$ cat config.mk
export PLATFORM = sky130hd
export DESIGN_NAME = interpreter_stream_tx_flat
export DESIGN_NICKNAME = d
export VERILOG_FILES = /design/src/rtl/interpreter_stream_tx_if.sv /design/src/rtl/interpreter_stream_tx.sv /design/src/flat_wrapper.sv
export SDC_FILE = /design/constraint.sdc
export NUM_CORES = 1
export LEC_CHECK = 0
export BUFFER_PORTS_ARGS = -buffer_cell sky130_fd_sc_hd__buf_2
export CAP_MARGIN = 20
export CORE_UTILIZATION = 40
export DETAILED_ROUTE_END_ITERATION = 12
export PLACE_DENSITY_LB_ADDON = 0.08
export SLEW_MARGIN = 30
export SYNTH_ARGS = -nofsm -noshare
export SYNTH_HDL_FRONTEND = slang
export SYNTH_SLANG_ARGS = --single-unit
$ cat constraint.sdc
create_clock -name clk -period 6.9 [get_ports clk]
set_clock_uncertainty 0.15 [all_clocks]
set_input_delay 1.035 -clock clk [delete_from_list [all_inputs] [get_ports clk]]
set_output_delay 1.035 -clock clk [all_outputs]
set_load 0.01 [all_outputs]
$ cat src/rtl/interpreter_stream_tx_if.sv
// interpreter_stream_tx_if
// Byte stream from the CPU output channel to the external interpreter link.
//   byte_out   : current byte (IDLE_BYTE of the transmitter while byte_valid=0)
//   byte_valid : byte_out holds a valid byte
//   byte_ready : consumer accepts byte_out in this cycle
//   last_byte  : current byte is the final byte of its word (qualified by byte_valid)
// The master modport is the transmitter and the slave modport is the interpreter side.
interface interpreter_stream_tx_if;
  logic [7:0] byte_out;
  logic       byte_valid;
  logic       byte_ready;
  logic       last_byte;

  modport master (
    output byte_out,
    output byte_valid,
    output last_byte,
    input  byte_ready
  );

  modport slave (
    input  byte_out,
    input  byte_valid,
    input  last_byte,
    output byte_ready
  );
endinterface

$ cat src/rtl/interpreter_stream_tx.sv
// interpreter_stream_tx
// CPU-to-interpreter output channel for the RSA pipeline CPU.
// The block captures ReadData on COM-tagged memory reads into a word FIFO.
// It then sends each word as NBYTES bytes over a valid/ready byte stream.
// All state is updated on the rising edge of clk and reset is synchronous.
//
// Ports
//   clk        : system clock
//   reset      : synchronous, active-high; aborts the current word and flushes the FIFO
//   MemtoReg   : CPU memory-read writeback strobe
//   COM        : read is tagged for the interpreter channel
//   ReadData   : word to capture
//   tx         : byte stream to the interpreter (master side of the interface)
//   full       : FIFO holds DEPTH words
//   empty      : FIFO holds no words
//   level      : words in the FIFO, not counting the word being serialised
//   overflow   : sticky flag, set when a push was dropped
//   clear_ovf  : clears overflow; a simultaneous drop wins
module interpreter_stream_tx #(
  parameter int         DATA_W    = 32,
  parameter int         NBYTES    = 4,
  parameter int         DEPTH     = 8,
  parameter int         MSB_FIRST = 0,
  parameter int         EDGE_PUSH = 1,
  parameter logic [7:0] IDLE_BYTE = 8'hFF
) (
  input  logic                     clk,
  input  logic                     reset,
  input  logic                     MemtoReg,
  input  logic                     COM,
  input  logic [DATA_W-1:0]        ReadData,
  interpreter_stream_tx_if.master  tx,
  output logic                     full,
  output logic                     empty,
  output logic [$clog2(DEPTH):0]   level,
  output logic                     overflow,
  input  logic                     clear_ovf
);

  localparam int AW = $clog2(DEPTH);
  localparam int LW = AW + 1;
  localparam int IW = (NBYTES > 1) ? $clog2(NBYTES) : 1;

  typedef enum logic {
    IDLE,
    SEND
  } state_t;

  state_t              state;
  logic [DATA_W-1:0]   fifo_mem [DEPTH];
  logic [AW-1:0]       wr_ptr;
  logic [AW-1:0]       rd_ptr;
  logic [LW-1:0]       level_next;
  logic [DATA_W-1:0]   head;
  logic [DATA_W-1:0]   shift;
  logic [IW-1:0]       idx;
  logic [7:0]          byte_out_r;
  logic                byte_valid_r;
  logic                last_r;
  logic                p;
  logic                p_q;
  logic                push;
  logic                push_ok;
  logic                drop;
  logic                pop;

  // This function returns byte number i of the send order for word w.
  // MSB_FIRST reverses the order, so byte NBYTES-1 is sent first.
  function automatic logic [7:0] pick(input logic [DATA_W-1:0] w, input int i);
    logic [DATA_W-1:0] s;
    int                pos;
    pos = (MSB_FIRST != 0) ? (NBYTES - 1 - i) : i;
    s   = w >> (8 * pos);
    return s[7:0];
  endfunction

  assign tx.byte_out   = byte_out_r;
  assign tx.byte_valid = byte_valid_r;
  assign tx.last_byte  = last_r;

  // A held strobe produces one push in edge mode and one push per cycle in level mode.
  assign p    = MemtoReg & COM;
  assign push = (EDGE_PUSH != 0) ? (p & ~p_q) : p;

  always_ff @(posedge clk) begin
    if (reset) p_q <= 1'b0;
    else       p_q <= p;
  end

  // The FSM pops the head when it loads a word. It loads either from IDLE or
  // straight after the last byte of the previous word is accepted.
  // The head is read combinationally, so the loaded word comes from the same cycle.
  assign head = fifo_mem[rd_ptr];

  always_comb begin
    pop = 1'b0;
    if (state == IDLE) pop = !empty;
    else               pop = byte_valid_r && tx.byte_ready && last_r && !empty;
  end

  // A full FIFO can still take a push when a pop frees a slot in the same cycle.
  assign push_ok = push && (!full || pop);
  assign drop    = push && full && !pop;

  always_comb begin
    level_next = level;
    if (push_ok && !pop)      level_next = level + LW'(1);
    else if (!push_ok && pop) level_next = level - LW'(1);
  end

  // The storage array has no reset. Only the pointers and the count define
  // which entries are live, so a flush only needs to reset those.
  always_ff @(posedge clk) begin
    if (push_ok) fifo_mem[wr_ptr] <= ReadData;
  end

  // Pointers wrap naturally because DEPTH is a power of two.
  // The status flags are registered from the next count, so they match level.
  always_ff @(posedge clk) begin
    if (reset) begin
      wr_ptr <= '0;
      rd_ptr <= '0;
      level  <= '0;
      empty  <= 1'b1;
      full   <= 1'b0;
    end else begin
      if (push_ok) wr_ptr <= wr_ptr + AW'(1);
      if (pop)     rd_ptr <= rd_ptr + AW'(1);
      level <= level_next;
      empty <= (level_next == '0);
      full  <= (level_next == LW'(DEPTH));
    end
  end

  // Overflow is sticky. A drop in the same cycle as clear_ovf keeps it set,
  // so a lost word is never hidden.
  always_ff @(posedge clk) begin
    if (reset)          overflow <= 1'b0;
    else if (drop)      overflow <= 1'b1;
    else if (clear_ovf) overflow <= 1'b0;
  end

  // The serialiser FSM registers byte_out and last_byte for the next cycle.
  // They therefore stay stable whenever a valid byte is stalled.
  // After the final byte, the FSM loads the next word at once if one is waiting.
  // This keeps words back-to-back with no idle cycle between them.
  always_ff @(posedge clk) begin
    if (reset) begin
      state        <= IDLE;
      byte_valid_r <= 1'b0;
      byte_out_r   <= IDLE_BYTE;
      last_r       <= 1'b0;
      idx          <= '0;
      shift        <= '0;
    end else begin
      case (state)
        IDLE: begin
          if (!empty) begin
            shift        <= head;
            idx          <= '0;
            byte_out_r   <= pick(head, 0);
            last_r       <= (NBYTES == 1);
            byte_valid_r <= 1'b1;
            state        <= SEND;
          end
        end
        SEND: begin
          if (tx.byte_ready) begin
            if (!last_r) begin
              idx        <= idx + IW'(1);
              byte_out_r <= pick(shift, int'(idx) + 1);
              last_r     <= ((int'(idx) + 1) == (NBYTES - 1));
            end else if (!empty) begin
              shift      <= head;
              idx        <= '0;
              byte_out_r <= pick(head, 0);
              last_r     <= (NBYTES == 1);
            end else begin
              byte_valid_r <= 1'b0;
              byte_out_r   <= IDLE_BYTE;
              last_r       <= 1'b0;
              state        <= IDLE;
            end
          end
        end
        default: begin
          state        <= IDLE;
          byte_valid_r <= 1'b0;
          byte_out_r   <= IDLE_BYTE;
          last_r       <= 1'b0;
        end
      endcase
    end
  end

endmodule

$ cat src/flat_wrapper.sv
// flat-port wrapper written by rule: the top's interface ports become plain ports
module interpreter_stream_tx_flat 
#(
  parameter int         DATA_W    = 32,
  parameter int         NBYTES    = 4,
  parameter int         DEPTH     = 8,
  parameter int         MSB_FIRST = 0,
  parameter int         EDGE_PUSH = 1,
  parameter logic [7:0] IDLE_BYTE = 8'hFF
)
  (clk, reset, MemtoReg, COM, ReadData, full, empty, level, overflow, clear_ovf, tx_byte_out, tx_byte_valid, tx_last_byte, tx_byte_ready);
  interpreter_stream_tx_if tx_i ();
  input  logic clk;
  input  logic reset;
  input  logic MemtoReg;
  input  logic COM;
  input  logic [DATA_W-1:0] ReadData;
  output logic full;
  output logic empty;
  output logic [$clog2(DEPTH):0] level;
  output logic overflow;
  input  logic clear_ovf;
  output wire logic [$bits(tx_i.byte_out)-1:0] tx_byte_out;
  output wire logic [$bits(tx_i.byte_valid)-1:0] tx_byte_valid;
  output wire logic [$bits(tx_i.last_byte)-1:0] tx_last_byte;
  input wire logic [$bits(tx_i.byte_ready)-1:0] tx_byte_ready;
  assign tx_byte_out = tx_i.byte_out;
  assign tx_byte_valid = tx_i.byte_valid;
  assign tx_last_byte = tx_i.last_byte;
  assign tx_i.byte_ready = tx_byte_ready;
  interpreter_stream_tx #(.DATA_W(DATA_W), .NBYTES(NBYTES), .DEPTH(DEPTH), .MSB_FIRST(MSB_FIRST), .EDGE_PUSH(EDGE_PUSH), .IDLE_BYTE(IDLE_BYTE)) u_core (.clk(clk), .reset(reset), .MemtoReg(MemtoReg), .COM(COM), .ReadData(ReadData), .tx(tx_i), .full(full), .empty(empty), .level(level), .overflow(overflow), .clear_ovf(clear_ovf));
endmodule
==> metrics <==
vias in the first global route 6093; footprint of the multi-input gates 3000 um^2; die height 174.9 um; Num Clock Sinks 310; postcts setup bufs 0; combinational share of power 0.189; Iteration-0 DRC Markers 384; Final Hold Fails 0; Max clock buf depth 3; I/O pins 55; top cells by count, synth edfxtp_1, mux4_2, dfxtp_1; post-DP HPWL 13.73 mm; Seq/Total Area, Yosys 0.7331; Tmin final 3.222 ns; Seq cells post-synth 310; Critical Path AT 3.25 ns; Sw Share 0.2636; fin cells 1114; ranking of synthesized cells by area edfxtp_1, mux4_2, dfxtp_1; Ys Warns 0; Clock power frac 0.359; DRT antenna net count 0; Main synth FF type edfxtp_1; Mapped Cells 637; CORE AREA 29090 um^2; register clock-pin slew on the reported worst setup and hold paths 0.06 ns; Worst Tran Pin Value 0.9073 ns; slowest cell on the critical path nor2_4; htree depth 2; CTS Root Cell clkbuf_16; first-pass GRT wire length 36.51 mm; Synthesized Nets 680; filler instances 2479; Tot GR Track Use 0.1600; hold buffer count at CTS 0; grt ovf 0; fin crit share 0.4670; Syn Area/Cell 18.78 um^2; worst stage delay on the critical path 0.62 ns; RePlAce Congestion 0.7146; Synth top area share 0.6427; total die area 30600 um^2; DRT Pass-1 Iters 4; RSZ-0062 raised after global routing false; critical path class primary input to flop; TritonCTS clock tree built; EDFF count, synth 256; sum of negative setup slack 0 ns; initial antenna violation count 0; fraction of layout cells with a size suffix above 1 0.2671; initial cell density of the core 0.4112; clk_lat worst skew 0.51 ns; worst hold-check path type flop to flop; total number of vias 5849; Max IR drop VDD 0.1384 mV; # diodes 0; register area 8775 um^2; Slew headroom 0.3943; Num CTS Buffers 35; CP Launch Type primary input; Flop pwr share 0.452; row cnt 62; post_cts resized 0; nets 746; drt drc 0; Post-synth ARST share 0; # Max-Cap Violations 0; # setup viols final 0; P_sw 1.337 mW; # port buffers 54; Yosys top cell by area edfxtp_1; count leader, synth edfxtp_1; vias per inst 5.250; Fmax 310.4 MHz; P&R area growth vs syn 15.93%; pwr dens 365.7 nW/um^2; Total Wirelength 23.59 mm; leakage 4.404 nW; worst-path fanout max 17; # placed instances 1050; CP Cell Sequence buf_2 > nand4b_1 > a31oi_1 > nand2b_1 > nor2_4 > buf_4; die width 174.9 um; Distinct cells, synth 41; per-cell routed wire length 21.18 um; CP Capture Type flop; largest net degree at the start of global routing 65; Internal 3.734 mW; worst path required time 6.93 ns; Synth Cell Area 11960 um^2; Pins Over Slew Limit 0; status finished, final reports clean
[critical path, delay by kind of cell]
| kind | cells | cell delay (ns) |
|---|---|---|
| buf+inv | 2 | 0.57 |
| compound gates | 1 | 0.49 |
| simple gates | 3 | 1.15 |
[metrics by stage]
step / worst slack (ns) / instance area, um^2 / hold WS, ns / power, mW / utilization
global route: 3.509 / 13870 / 0.3344 / 5.306 / 0.4767
CTS: 3.662 / 13860 / 0.3198 / 5.140 / 0.4765
global placement: 3.242 / 12610 / 0.3072 / 3.269 / 0.4335
detailed placement: 3.139 / 12730 / 0.3070 / 3.311 / 0.4375
floorplan: 2.351 / 11960 / 0.3041 / 3.052 / -
finish: 3.678 / 13870 / 0.3154 / 5.071 / 0.4767
[kinds of logic (layout without fill, tap and decap cells)]
group,Yosys count,in the layout,synth area share
xor gates and xnor gates,6,6,0.004393
and+or+nand+nor,84,84,0.03243
buffers and inverters,45,138,0.02197
DFF,310,310,0.7331
AOI/OAI and AO/OA,80,80,0.04341
adders and majority gates,5,5,0.005230
muxes,107,107,0.1595
[cell type report]
| type | instances | area share |
|---|---|---|
| flip-flops and latches | 310 | 0.6328 |
| multi-input cells | 282 | 0.2164 |
| clock buffers | 44 | 0.06713 |
| well taps | 384 | 0.03465 |
| repair buffers | 66 | 0.03221 |
| clock inverters | 20 | 0.01471 |
| inverters | 8 | 0.002165 |
[final timing paths]
check	from	to	slack, ns	cells after the start
setup / recovery	tx_byte_ready	u_core.fifo_mem[4][7]	3.68	6
hold / removal	u_core.tx.byte_out[2]	u_core.tx.byte_out[2]	0.32	2
setup reg to reg	u_core.empty	u_core.fifo_mem[4][7]	3.82	5
hold reg to reg	u_core.tx.byte_out[2]	u_core.tx.byte_out[2]	0.32	2
[power by group through the flow]
stage / Combinational, mW / Clock [mW] / Sequential, mW
4_1_cts: 0.981 / 1.87 / 2.29
3_5_place_dp: 0.979 / 0 / 2.33
3_3_place_gp: 0.947 / 0 / 2.32
5_1_grt: 1.05 / 1.94 / 2.31
2_1_floorplan: 0.788 / 0 / 2.26
6_report: 0.960 / 1.82 / 2.29
[flip-flops by register name (all words and copies together), names as in the netlist, named ones only]
signal,flops
u_core.level,4
u_core.rd_ptr,3
u_core.tx.byte_out,8
u_core.tx.byte_valid,1
u_core.tx.last_byte,1
u_core.state,1
u_core.shift,24
u_core.p_q,1
u_core.overflow,1
u_core.fifo_mem,256
u_core.full,1
u_core.empty,1
u_core.idx,2
u_core.wr_ptr,3
[routing by layer]
layer	up-vias	routed length, um	GRT usage
met5	-	0	0
met4	0	524	0.05000
met3	46	923	0.02633
met2	114	11470	0.2598
met1	2986	10680	0.2213
li1	2703	-	-
[placed cells by master (no fill, tap or decap), types with 5 or more instances in the layout]
master	instances
clkbuf_1	8
inv_1	8
mux4_1	7
mux2_2	8
buf_4	8
clkinv_1	9
nand2b_1	6
mux4_2	57
dfxtp_1	51
ha_1	5
o21ai_1	8
edfxtp_1	256
o22ai_1	17
clkbuf_16	36
buf_2	53
nor2_4	6
nand2_1	18
mux2i_1	35
a211oi_1	24
a21oi_1	13
nor2_1	42
clkinv_2	5
(Power assumes the default switching activity.)
